### src/rtl/traffic_pkg.sv
// traffic_pkg: shared types, lamp encodings and keypad codes for the phase controller.
package traffic_pkg;
   typedef enum logic [1:0] {S_GREEN = 2'b00, S_YELLOW = 2'b01, S_CLEAR = 2'b10} phase_state_t;
   typedef enum logic [2:0] {P_IDLE, P_SEL, P_TENS, P_UNITS, P_WAIT_COMMIT} prog_state_t;
   localparam logic [2:0] LAMP_RED = 3'b100, LAMP_YELLOW = 3'b010, LAMP_GREEN = 3'b001;
   localparam logic [1:0] PED_DONT_WALK = 2'b10, PED_WALK = 2'b01;
   localparam logic [3:0] KEY_CANCEL = 4'hA, KEY_COMMIT = 4'hB;
endpackage

### src/rtl/traffic_phase_controller_if.sv
// traffic_phase_controller_if: keypad, tick and lamp/status bundle; ped_req exists only with PED_REQUEST_EN.
interface traffic_phase_controller_if #(parameter int NUM_PHASES = 2, parameter int TIME_W = 7);
   logic                              i_tick;
   logic                              i_dav;
   logic [3:0]                        i_key_data;
`ifdef PED_REQUEST_EN
   logic [NUM_PHASES-1:0]             i_ped_req;
`endif
   logic [3*NUM_PHASES-1:0]           o_road_light;
   logic [2*NUM_PHASES-1:0]           o_ped_light;
   logic [$clog2(NUM_PHASES)-1:0]     o_active_phase;
   logic [1:0]                        o_state_flag;
   logic [TIME_W-1:0]                 o_time_remaining;
   logic                              o_prog_busy;
   logic                              o_prog_done;
   logic                              o_prog_err;
   modport master (
`ifdef PED_REQUEST_EN
      output i_ped_req,
`endif
      output i_tick, i_dav, i_key_data,
      input  o_road_light, o_ped_light, o_active_phase, o_state_flag, o_time_remaining,
      input  o_prog_busy, o_prog_done, o_prog_err
   );
   modport slave (
`ifdef PED_REQUEST_EN
      input  i_ped_req,
`endif
      input  i_tick, i_dav, i_key_data,
      output o_road_light, o_ped_light, o_active_phase, o_state_flag, o_time_remaining,
      output o_prog_busy, o_prog_done, o_prog_err
   );
endinterface

### src/rtl/keypad_time_programmer.sv
// keypad_time_programmer: keypad entry FSM (select, tens, units, commit) owning the green/yellow duration registers.
module keypad_time_programmer
   import traffic_pkg::*;
#(
   parameter int NUM_PHASES     = 2,
   parameter int TIME_W         = 7,
   parameter int GREEN_DEFAULT  = 20,
   parameter int YELLOW_DEFAULT = 3
) (
   input  logic                                i_clock,
   input  logic                                i_reset_n,
   input  logic                                i_dav,
   input  logic [3:0]                          i_key_data,
   output logic [NUM_PHASES-1:0][TIME_W-1:0]   o_green,
   output logic [TIME_W-1:0]                   o_yellow,
   output logic                                o_busy,
   output logic                                o_done,
   output logic                                o_err
);
   localparam logic [3:0] SEL_MAX = 4'(NUM_PHASES);
   prog_state_t r_state, w_next;
   logic [3:0] r_sel, r_tens, r_units;
   logic [NUM_PHASES-1:0][TIME_W-1:0] r_green;
   logic [TIME_W-1:0] r_yellow, w_value;
   logic r_done, r_err, w_wr, w_err, w_digit;
   assign w_digit = i_key_data <= 4'd9;
   assign w_value = TIME_W'(r_tens) * TIME_W'(10) + TIME_W'(r_units);
   always_ff @(posedge i_clock or negedge i_reset_n)
      if (!i_reset_n) begin
         r_state  <= P_IDLE;
         r_sel    <= '0;
         r_tens   <= '0;
         r_units  <= '0;
         r_green  <= {NUM_PHASES{TIME_W'(GREEN_DEFAULT)}};
         r_yellow <= TIME_W'(YELLOW_DEFAULT);
         r_done   <= 1'b0;
         r_err    <= 1'b0;
      end else begin
         r_state <= w_next;
         r_done  <= w_wr;
         r_err   <= w_err;
         if (i_dav && w_digit && r_state == P_IDLE) r_sel <= i_key_data;
         if (i_dav && w_digit && r_state == P_TENS) r_tens <= i_key_data;
         if (i_dav && w_digit && r_state == P_UNITS) r_units <= i_key_data;
         if (w_wr && r_sel == SEL_MAX) r_yellow <= w_value;
         for (int k = 0; k < NUM_PHASES; k++)
            if (w_wr && r_sel == 4'(k)) r_green[k] <= w_value;
      end
   // P_SEL is never held: the selecting digit moves IDLE straight to awaiting tens
   always_comb begin
      w_next = r_state;
      w_wr   = 1'b0;
      w_err  = 1'b0;
      if (i_dav && i_key_data == KEY_CANCEL)
         w_next = P_IDLE;
      else if (i_dav && i_key_data == KEY_COMMIT) begin
         w_next = P_IDLE;
         w_wr   = r_state == P_WAIT_COMMIT && w_value != '0;
         w_err  = !w_wr;
      end else if (i_dav && w_digit) begin
         w_err  = r_state == P_WAIT_COMMIT || (r_state == P_IDLE && i_key_data > SEL_MAX);
         w_next = w_err ? P_IDLE : r_state == P_IDLE ? P_TENS : r_state == P_TENS ? P_UNITS : P_WAIT_COMMIT;
      end
   end
   always_comb begin
      o_busy   = r_state != P_IDLE;
      o_done   = r_done;
      o_err    = r_err;
      o_green  = r_green;
      o_yellow = r_yellow;
   end
endmodule

### src/rtl/traffic_phase_controller.sv
// traffic_phase_controller: N-phase green/yellow/clear sequencer with run-time keypad timing.
// Optional PED_REQUEST_EN: walk lamps granted only on latched pedestrian requests.
module traffic_phase_controller
   import traffic_pkg::*;
#(
   parameter int NUM_PHASES     = 2,
   parameter int TIME_W         = 7,
   parameter int GREEN_DEFAULT  = 20,
   parameter int YELLOW_DEFAULT = 3,
   parameter int CLEAR_TIME     = 1
) (
   input logic                      i_clock,
   input logic                      i_reset_n,
   traffic_phase_controller_if.slave bus
);
   localparam int PW = $clog2(NUM_PHASES);
   localparam logic [3*NUM_PHASES-1:0] ROAD_RESET = {{(NUM_PHASES-1){LAMP_RED}}, LAMP_GREEN};
`ifdef PED_REQUEST_EN
   localparam logic [2*NUM_PHASES-1:0] PED_RESET = {NUM_PHASES{PED_DONT_WALK}};
`else
   localparam logic [2*NUM_PHASES-1:0] PED_RESET = {{(NUM_PHASES-1){PED_DONT_WALK}}, PED_WALK};
`endif
   logic [NUM_PHASES-1:0][TIME_W-1:0] w_green;
   logic [TIME_W-1:0] w_yellow, r_time, w_time;
   phase_state_t r_state, w_state;
   logic [PW-1:0] r_phase, w_phase;
   logic [3*NUM_PHASES-1:0] r_road, w_road;
   logic [2*NUM_PHASES-1:0] r_ped, w_ped;
   logic w_enter, w_grant;
   keypad_time_programmer #(
      .NUM_PHASES(NUM_PHASES), .TIME_W(TIME_W),
      .GREEN_DEFAULT(GREEN_DEFAULT), .YELLOW_DEFAULT(YELLOW_DEFAULT)
   ) u_prog (
      .i_clock(i_clock), .i_reset_n(i_reset_n), .i_dav(bus.i_dav), .i_key_data(bus.i_key_data),
      .o_green(w_green), .o_yellow(w_yellow),
      .o_busy(bus.o_prog_busy), .o_done(bus.o_prog_done), .o_err(bus.o_prog_err)
   );
   assign w_enter = bus.i_tick && r_time == TIME_W'(1) && r_state == S_CLEAR;
`ifdef PED_REQUEST_EN
   logic [NUM_PHASES-1:0] r_latch, w_req;
   logic r_grant;
   assign w_req   = r_latch | bus.i_ped_req;
   assign w_grant = w_enter ? w_req[w_phase] : r_grant;
   // a request seen on the green-entry cycle is consumed by that green
   always_ff @(posedge i_clock or negedge i_reset_n)
      if (!i_reset_n) begin
         r_latch <= '0;
         r_grant <= 1'b0;
      end else begin
         r_latch <= w_enter ? w_req & ~(NUM_PHASES'(1) << w_phase) : w_req;
         r_grant <= w_grant;
      end
`else
   assign w_grant = 1'b1;
`endif
   always_ff @(posedge i_clock or negedge i_reset_n)
      if (!i_reset_n) begin
         r_state <= S_GREEN;
         r_phase <= '0;
         r_time  <= TIME_W'(GREEN_DEFAULT);
         r_road  <= ROAD_RESET;
         r_ped   <= PED_RESET;
      end else begin
         r_state <= w_state;
         r_phase <= w_phase;
         r_time  <= w_time;
         r_road  <= w_road;
         r_ped   <= w_ped;
      end
   // durations are sampled only here, so a commit never alters a running state
   always_comb begin
      w_state = r_state;
      w_phase = r_phase;
      w_time  = r_time;
      if (bus.i_tick && r_time != TIME_W'(1))
         w_time = r_time - 1'b1;
      else if (bus.i_tick) begin
         w_state = r_state == S_GREEN ? S_YELLOW : r_state == S_YELLOW ? S_CLEAR : S_GREEN;
         w_phase = r_state != S_CLEAR ? r_phase : r_phase == PW'(NUM_PHASES-1) ? '0 : r_phase + 1'b1;
         w_time  = w_state == S_YELLOW ? w_yellow : w_state == S_CLEAR ? TIME_W'(CLEAR_TIME) : w_green[w_phase];
      end
   end
   always_comb begin
      w_road = '0;
      w_ped  = '0;
      for (int k = 0; k < NUM_PHASES; k++) begin
         w_road[3*k +: 3] = PW'(k) != w_phase ? LAMP_RED : w_state == S_GREEN ? LAMP_GREEN :
                            w_state == S_YELLOW ? LAMP_YELLOW : LAMP_RED;
         w_ped[2*k +: 2]  = PW'(k) == w_phase && w_state == S_GREEN && w_grant ? PED_WALK : PED_DONT_WALK;
      end
   end
   assign bus.o_road_light     = r_road;
   assign bus.o_ped_light      = r_ped;
   assign bus.o_active_phase   = r_phase;
   assign bus.o_state_flag     = r_state;
   assign bus.o_time_remaining = r_time;
endmodule

### src/flat_wrapper.sv
// flat-port wrapper written by rule: the top's interface ports become plain ports
module traffic_phase_controller_flat import traffic_pkg::*;
#(
   parameter int NUM_PHASES     = 2,
   parameter int TIME_W         = 7,
   parameter int GREEN_DEFAULT  = 20,
   parameter int YELLOW_DEFAULT = 3,
   parameter int CLEAR_TIME     = 1
)
  (i_clock, i_reset_n, bus_i_tick, bus_i_dav, bus_i_key_data, bus_o_road_light, bus_o_ped_light, bus_o_active_phase, bus_o_state_flag, bus_o_time_remaining, bus_o_prog_busy, bus_o_prog_done, bus_o_prog_err);
  traffic_phase_controller_if #(.NUM_PHASES(NUM_PHASES), .TIME_W(TIME_W)) bus_i ();
  input logic i_clock;
  input logic i_reset_n;
  input wire logic [$bits(bus_i.i_tick)-1:0] bus_i_tick;
  input wire logic [$bits(bus_i.i_dav)-1:0] bus_i_dav;
  input wire logic [$bits(bus_i.i_key_data)-1:0] bus_i_key_data;
  output wire logic [$bits(bus_i.o_road_light)-1:0] bus_o_road_light;
  output wire logic [$bits(bus_i.o_ped_light)-1:0] bus_o_ped_light;
  output wire logic [$bits(bus_i.o_active_phase)-1:0] bus_o_active_phase;
  output wire logic [$bits(bus_i.o_state_flag)-1:0] bus_o_state_flag;
  output wire logic [$bits(bus_i.o_time_remaining)-1:0] bus_o_time_remaining;
  output wire logic [$bits(bus_i.o_prog_busy)-1:0] bus_o_prog_busy;
  output wire logic [$bits(bus_i.o_prog_done)-1:0] bus_o_prog_done;
  output wire logic [$bits(bus_i.o_prog_err)-1:0] bus_o_prog_err;
  assign bus_i.i_tick = bus_i_tick;
  assign bus_i.i_dav = bus_i_dav;
  assign bus_i.i_key_data = bus_i_key_data;
  assign bus_o_road_light = bus_i.o_road_light;
  assign bus_o_ped_light = bus_i.o_ped_light;
  assign bus_o_active_phase = bus_i.o_active_phase;
  assign bus_o_state_flag = bus_i.o_state_flag;
  assign bus_o_time_remaining = bus_i.o_time_remaining;
  assign bus_o_prog_busy = bus_i.o_prog_busy;
  assign bus_o_prog_done = bus_i.o_prog_done;
  assign bus_o_prog_err = bus_i.o_prog_err;
  traffic_phase_controller #(.NUM_PHASES(NUM_PHASES), .TIME_W(TIME_W), .GREEN_DEFAULT(GREEN_DEFAULT), .YELLOW_DEFAULT(YELLOW_DEFAULT), .CLEAR_TIME(CLEAR_TIME)) u_core (.i_clock(i_clock), .i_reset_n(i_reset_n), .bus(bus_i));
endmodule
### config.mk
export PLATFORM = sky130hd
export DESIGN_NAME = traffic_phase_controller_flat
export DESIGN_NICKNAME = d
export VERILOG_FILES = /design/src/rtl/traffic_pkg.sv /design/src/rtl/traffic_phase_controller_if.sv /design/src/rtl/keypad_time_programmer.sv /design/src/rtl/traffic_phase_controller.sv /design/src/flat_wrapper.sv
export SDC_FILE = /design/constraint.sdc
export NUM_CORES = 1
export LEC_CHECK = 0
export BUFFER_PORTS_ARGS = -buffer_cell sky130_fd_sc_hd__buf_2
export CAP_MARGIN = 10
export CORE_ASPECT_RATIO = 2
export CORE_MARGIN = 10
export CORE_UTILIZATION = 30
export CTS_BUF_LIST = sky130_fd_sc_hd__clkbuf_8
export CTS_CLUSTER_SIZE = 28
export DETAILED_ROUTE_END_ITERATION = 16
export HOLD_SLACK_MARGIN = 0.12
export PLACE_DENSITY_LB_ADDON = 0.1
export REMOVE_ABC_BUFFERS = 1
export SYNTH_ARGS = -nofsm -noshare
export SYNTH_HDL_FRONTEND = slang
export SYNTH_SLANG_ARGS = --single-unit
### constraint.sdc
create_clock -name i_clock -period 4.3 [get_ports i_clock]
set_input_delay 1.29 -clock i_clock [delete_from_list [all_inputs] [get_ports i_clock]]
set_output_delay 1.29 -clock i_clock [all_outputs]
set_load 0.01 [all_outputs]
### After elaboration in Yosys (flattened, before gate mapping)

Index checks and enable logic that the tools add are counted.
W data, S select, Z words.

| storage, ports and cells | value |
|---|---|
| bits in registers | 58 |
| word-level logic and storage cells | 90 |

| operators by class | value |
|---|---|
| add/subtract/negate cells | 3 |
| multipliers | 1 |
| order comparisons | 3 |
| eq/ne operators | 13 |
| mux-type cells | 31 |
| bitwise logic cells | 1 |
| reductions and logical operators | 24 |

Operators by type and width:

| operator | number |
|---|---|
| $mux W7 | 6 |
| $mux W3 | 10 |
| $logic_and A1 B1 Y1 | 14 |
| $mux W2 | 6 |
| $mux W1 | 9 |
| $eq A4 B4 Y1 const B | 2 |
| $add A7 B4 Y7 | 1 |
| $ne A7 B1 Y1 const B | 1 |
| $reduce_bool A7 Y1 | 1 |
| $sub A7 B1 Y7 const B | 1 |
| $eq A2 B1 Y1 const B | 3 |
| $eq A3 B2 Y1 const B | 2 |
| $mul A4 B3 Y6 const B | 1 |
| $reduce_bool A3 Y1 | 2 |
| $eq A4 B1 Y1 const B | 1 |
| $eq A4 B2 Y1 const B | 1 |
| $gt A4 B2 Y1 const B | 1 |
| $le A4 B4 Y1 const B | 1 |
| $logic_not A2 Y1 | 2 |
| $logic_not A4 Y1 | 1 |
| $eq A3 B3 Y1 const B | 1 |
| $logic_not A3 Y1 | 1 |
| $eq A2 B2 Y1 const B | 1 |
| $lt A1 B2 Y1 const B | 1 |
| 6 further kinds | 6 |

### Longest topological paths before layout

| logic depth | value |
|---|---|
| word-level depth | 9 |
| depth in mapped cells | 9 |
| gate-level depth less buffers | 8 |

### Modules after synthesis

A second synthesis with hierarchy kept.

| second synthesis, totals | value |
|---|---|
| cell total of the unflattened synthesis | 258 |
| area, all modules | 2,944.1 µm² |

Modules (own cells, without submodules):

| module | times used | cells an instance | area an instance (µm²) |
|---|---|---|---|
| keypad_time_programmer | 1 | 146 | 1,855.5 |
| traffic_phase_controller | 1 | 112 | 1,088.5 |

### Worst setup path before layout

No wires, ideal clock.

| path | value |
|---|---|
| path kind | register to register |
| from | register u_core.u_prog.r_tens[1] |
| to | register u_core.u_prog.r_green (netlist bit u_core.u_prog.o_green[0]) |
| data arrival time | 2,920 ps |
| path slack | 1,255 ps |
| cell stages (with the launch flop) | 10 |
| buffers on the path | 1 |
| path through | dfrtp_1 > ha_1 > ha_1 > fa_1 > a21boi_0 > o2bb2ai_4 > a211oi_2 > or4_1 > buf_6 > mux2_4 |

| on the way | value |
|---|---|
| longest elaborated chain between the ends | 7 |

Ends and longest elaborated chain:

| item | line | text |
|---|---|---|
| start: declaration | keypad_time_programmer.sv:22 | `logic [3:0] r_sel, r_tens, r_units;` |
| start signal: assignment | keypad_time_programmer.sv:43 | `if (i_dav && w_digit && r_state == P_TENS) r_tens <= i_key_data;` |
| $mul A4 B3 Y6 | keypad_time_programmer.sv:27 | `assign w_value = TIME_W'(r_tens) * TIME_W'(10) + TIME_W'(r_units);` |
| $add A7 B4 Y7 | keypad_time_programmer.sv:27 |  |
| $reduce_bool A7 Y1 | keypad_time_programmer.sv:58 | `w_wr = r_state == P_WAIT_COMMIT && w_value != '0;` |
| $logic_and A1 B1 Y1 | keypad_time_programmer.sv:58 |  |
| $mux W1 | keypad_time_programmer.sv:56 | `else if (i_dav && i_key_data == KEY_COMMIT) begin` |
| $mux W1 | keypad_time_programmer.sv:54 | `if (i_dav && i_key_data == KEY_CANCEL)` |
| $logic_and A1 B1 Y1 | keypad_time_programmer.sv:47 | `if (w_wr && r_sel == 4'(k)) r_green[k] <= w_value;` |
| end signal: assignment | keypad_time_programmer.sv:34 | `r_green <= {NUM_PHASES{TIME_W'(GREEN_DEFAULT)}};` |
| end signal: indexed assignment | keypad_time_programmer.sv:47 |  |
| end: declaration | keypad_time_programmer.sv:23 | `logic [NUM_PHASES-1:0][TIME_W-1:0] r_green;` |

No other way between the ends.
A chain may end at the register's enable or synchronous reset.

### Final worst setup path

| path | value |
|---|---|
| from | register u_core.u_prog.r_tens[1] |
| to | register u_core.u_prog.r_green (netlist bit u_core.u_prog.o_green[5]) |

| on the way | value |
|---|---|
| longest elaborated chain between the ends | 7 |

Ends and longest elaborated chain:

| item | line |
|---|---|
| $mul A4 B3 Y6 (*) | keypad_time_programmer.sv:27 |
| $add A7 B4 Y7 (*) | keypad_time_programmer.sv:27 |
| $reduce_bool A7 Y1 | keypad_time_programmer.sv:58 |
| $logic_and A1 B1 Y1 | keypad_time_programmer.sv:58 |
| $mux W1 | keypad_time_programmer.sv:56 |
| $mux W1 | keypad_time_programmer.sv:54 |
| $logic_and A1 B1 Y1 | keypad_time_programmer.sv:47 |

Mark *: on every way between the ends. The rest lies on a longest branch, timed or not.

==> metrics.md <==
| Metric | Value |
|---|---|
| Vias | between 2,000 and 2,500 |
| Period utilisation layout | 78.5% |
| Largest net degree at the start of global routing | 34 |
| DR iter-0 viols | 82 |
| CTS H-tree lvls | 2 |
| Row cnt | 51 |
| Syn Std Cell Area | a little under 0.003 mm² |
| Slew @ Worst Pin | 0.659 ns |
| Seq/Total Area, Yosys | 48.3% |
| Setup-failing EPs final | 0 |
| Simple-gate area share of the yosys netlist | 12.9% |
| Fin util | 34.3% |
| Critical path arrival | ~3.6 ns |
| Total gr overflow | 0 |
| Worst skew pair latency | 0.32 ns |
| Top cell type by total area after synthesis | dfrtp_1 |
| DRT Wirelength | 7220 µm |
| XOR/XNOR share of the synthesized area | approximately 2.9% |
| # Post-CTS Setup Buffers | 0 |
| CTS Hold Bufs | 0 |
| Top cell type's share of synthesized area | 38.4% |
| Top cell types by occurrence after synthesis | dfrtp_1 (45), mux2_2 (26), nor2_1 (17), o21ai_0 (17), nand2_1 (12) |
| Multiplexer share of the synthesized area | 13.9% |
| Final Max Slew Viols | 0 |
| Crit path max fanout | 6 |
| Outcome | completed |
| DR vias/cell | 4.99 |
| Number of gates resized after CTS | 0 |
| Number of max-cap violations | 0 |
| EDFF count, synth | 0 |
| Final Hold Viols | 0 |
| Post-Syn Instances | between 200 and 300 |
| Placed Area | 0.00321 mm² |
| Antenna violations before repair | 0 |
| Vias in the first global route | 2,166 |
| FF-to-FF setup slack | 0.92 ns |
| Critical path startpoint category | flip-flop |
| Yosys reg bits | between 50 and 60 |
| WP data required | roughly 4.5 ns |
| Global-route wire length before repair | 11,600 µm |
| # diodes | 0 |
| CP endpoint kind | flip-flop |
| Die width | 89.9 µm |
| Hold/Removal Path Class | reg -> reg |
| Ports | 31 |
| Nets | 304 |
| Critical path type | reg -> reg |
| Core area | around 0.0096 mm² |
| Full die area | 0.0144 mm² |
| CTS tree | built |
| Leakage | 1.49 nW |
| Layout area overhead | 12.7% |
| Starting Density | 30.4% |
| Worst vdd ir | 330 µV |
| YS warnings | 0 |
| Worst Hold Path Cells | 1 |
| Synth top area cells | dfrtp_1 (38%), mux2_2 (10%), dfstp_2 (9.9%), ha_1 (3.8%), o21ai_0 (2.9%) |
| Die H | 160 µm |
| Share of cells above drive strength 1 | 31.1% |
| Post-route cell area | roughly 0.0033 mm² |
| Largest family of logic cells by synthesized area | compound AO/OA/AOI/OAI gates |
| Total global-route track usage | 10.1% |
| Reg clk slew, reported paths | 0.11 ns |
| Total CTS buffers | 5 |
| Relative max-transition margin | 55.7% |
| Worst Clk Skew | 0.0129 ns |
| Root Buffer | clkbuf_8 |
| RSZ-0062 raised after global routing | false |
| Fmax | 296 MHz |
| Routability congestion estimate | 0.817 |
| Asr flop ratio synth | 100% |
| Top-count cell post-synth | dfrtp_1 |
| Power density over the cells | 619 mW/mm² |
| Adder-Cell Fraction of Synth Area | between 5 and 6% |
| IO buf count | 30 |
| Worst R2R Path Depth | 8 |
| Detailed-route DRC error count | 0 |
| Synth cell types | 57 |
| ANT nets after route | 0 |
| Top FF cell, synth | dfrtp_1 |
| 1st-pass router iterations | 5 |
| Hpwl dp | 5640 µm |
| CTS Buffer Depth | 2 |
| Total Neg Setup Slack | 0 ns |
| Post-synthesis compound-gate area fraction | 14.4% |
| Avg Cell Area, Syn | 11.5 µm² |
| Clk sinks | 56 |
| Tmin final | 3.38 ns |
| DR WL/cell | approximately 17 µm |
[routing by layer]
metal / wire, µm / global-route usage, % / up-vias
li1: - / - / 1004
met1: 2620 / 9.25 / 1039
met2: 4170 / 20.2 / 39
met3: 314 / 2.54 / 5
met4: 112 / 3.93 / 0
met5: 0 / 0 / -
[worst paths after layout]
check                                                             end                            startpoint
min                              u_core.u_prog.o_green[4]$_DFFE_PN1P_  u_core.u_prog.o_green[4]$_DFFE_PN1P_
min reg2reg                      u_core.u_prog.o_green[4]$_DFFE_PN1P_  u_core.u_prog.o_green[4]$_DFFE_PN1P_
max                              u_core.u_prog.o_green[5]$_DFFE_PN0P_   u_core.u_prog.r_tens[1]$_DFFE_PN0P_
max reg2reg                      u_core.u_prog.o_green[5]$_DFFE_PN0P_   u_core.u_prog.r_tens[1]$_DFFE_PN0P_
min in group asynchronous  u_core.bus.o_time_remaining[3]$_DFFE_PN0P_                             i_reset_n
max in group asynchronous  u_core.bus.o_time_remaining[4]$_DFFE_PN1P_                             i_reset_n
[where the power goes]
part / switching [mW] / internal, mW / total (mW)
clock: 0.190 / 0.117 / 0.308
combinational: 0.513 / 0.415 / 0.927
sequential: 0.148 / 0.663 / 0.810
[cells in the final DEF, fill, tap and decap left out, types with 3 or more instances in the layout]
cell type	n
nand2_1	12
clkbuf_8	5
mux2_2	26
nand4b_1	3
inv_1	6
xor2_1	3
xnor2_1	4
nor2_1	17
dfstp_2	11
o22a_1	3
nand3_1	9
o21a_1	3
o22ai_1	6
nor3_1	4
a21oi_1	11
ha_1	9
o21ai_0	17
nor2b_1	3
mux2_4	5
or4_1	3
mux2i_1	4
buf_2	30
dfrtp_1	45
nand2b_1	3
[flip-flops by register name, summed over array words and instances (netlist names), 2 cells and up]
| register | count |
|---|---|
| u_core.u_prog.r_sel | 4 |
| u_core.bus.o_state_flag | 2 |
| u_core.u_prog.r_units | 4 |
| u_core.u_prog.o_yellow | 7 |
| u_core.bus.o_ped_light | 3 |
| u_core.u_prog.r_state | 3 |
| u_core.bus.o_time_remaining | 7 |
| u_core.u_prog.o_green | 14 |
| u_core.u_prog.r_tens | 4 |
| u_core.bus.o_road_light | 5 |
[stage by stage]
step / worst slack [ns] / hold WS [ns] / total power, mW / instances
floorplan: 1.20 / 0.460 / 1.45 / 246
global placement: 0.956 / 0.478 / 1.77 / 410
detailed placement: 0.891 / 0.476 / 1.77 / 410
CTS: 0.870 / 0.493 / 2.09 / 418
global route: 0.771 / 0.513 / 2.21 / 418
finish: 0.924 / 0.494 / 2.05 / 418
[final cells by class]
cell class | instances | area [µm²]
clock buffers | 5 | 68.8
clock inverters | 3 | 22.5
fillers | 968 | 6330
inverters | 6 | 22.5
multi-input cells | 184 | 1440
flip-flops and latches | 56 | 1420
well taps | 132 | 165
repair buffers | 32 | 165
[logic make-up (layout without fill, tap and decap cells)]
group	after synthesis	count (layout)
buf+inv	15	46
mux	35	35
xor+xnor	8	8
flops	56	56
fa+ha+maj	11	11
simple gates	70	70
compound gates	60	60
[worst max-delay path, cell delays in order (launching register included)]
cell and delay, ns:
dfrtp_1 0.45, ha_1 0.33, ha_1 0.21, fa_1 0.42, xnor2_1 0.22, or4b_1 0.47, a211oi_2 0.43, or4_1 0.42
mux2_4 0.33
Power figures use the tool's default switching activity.
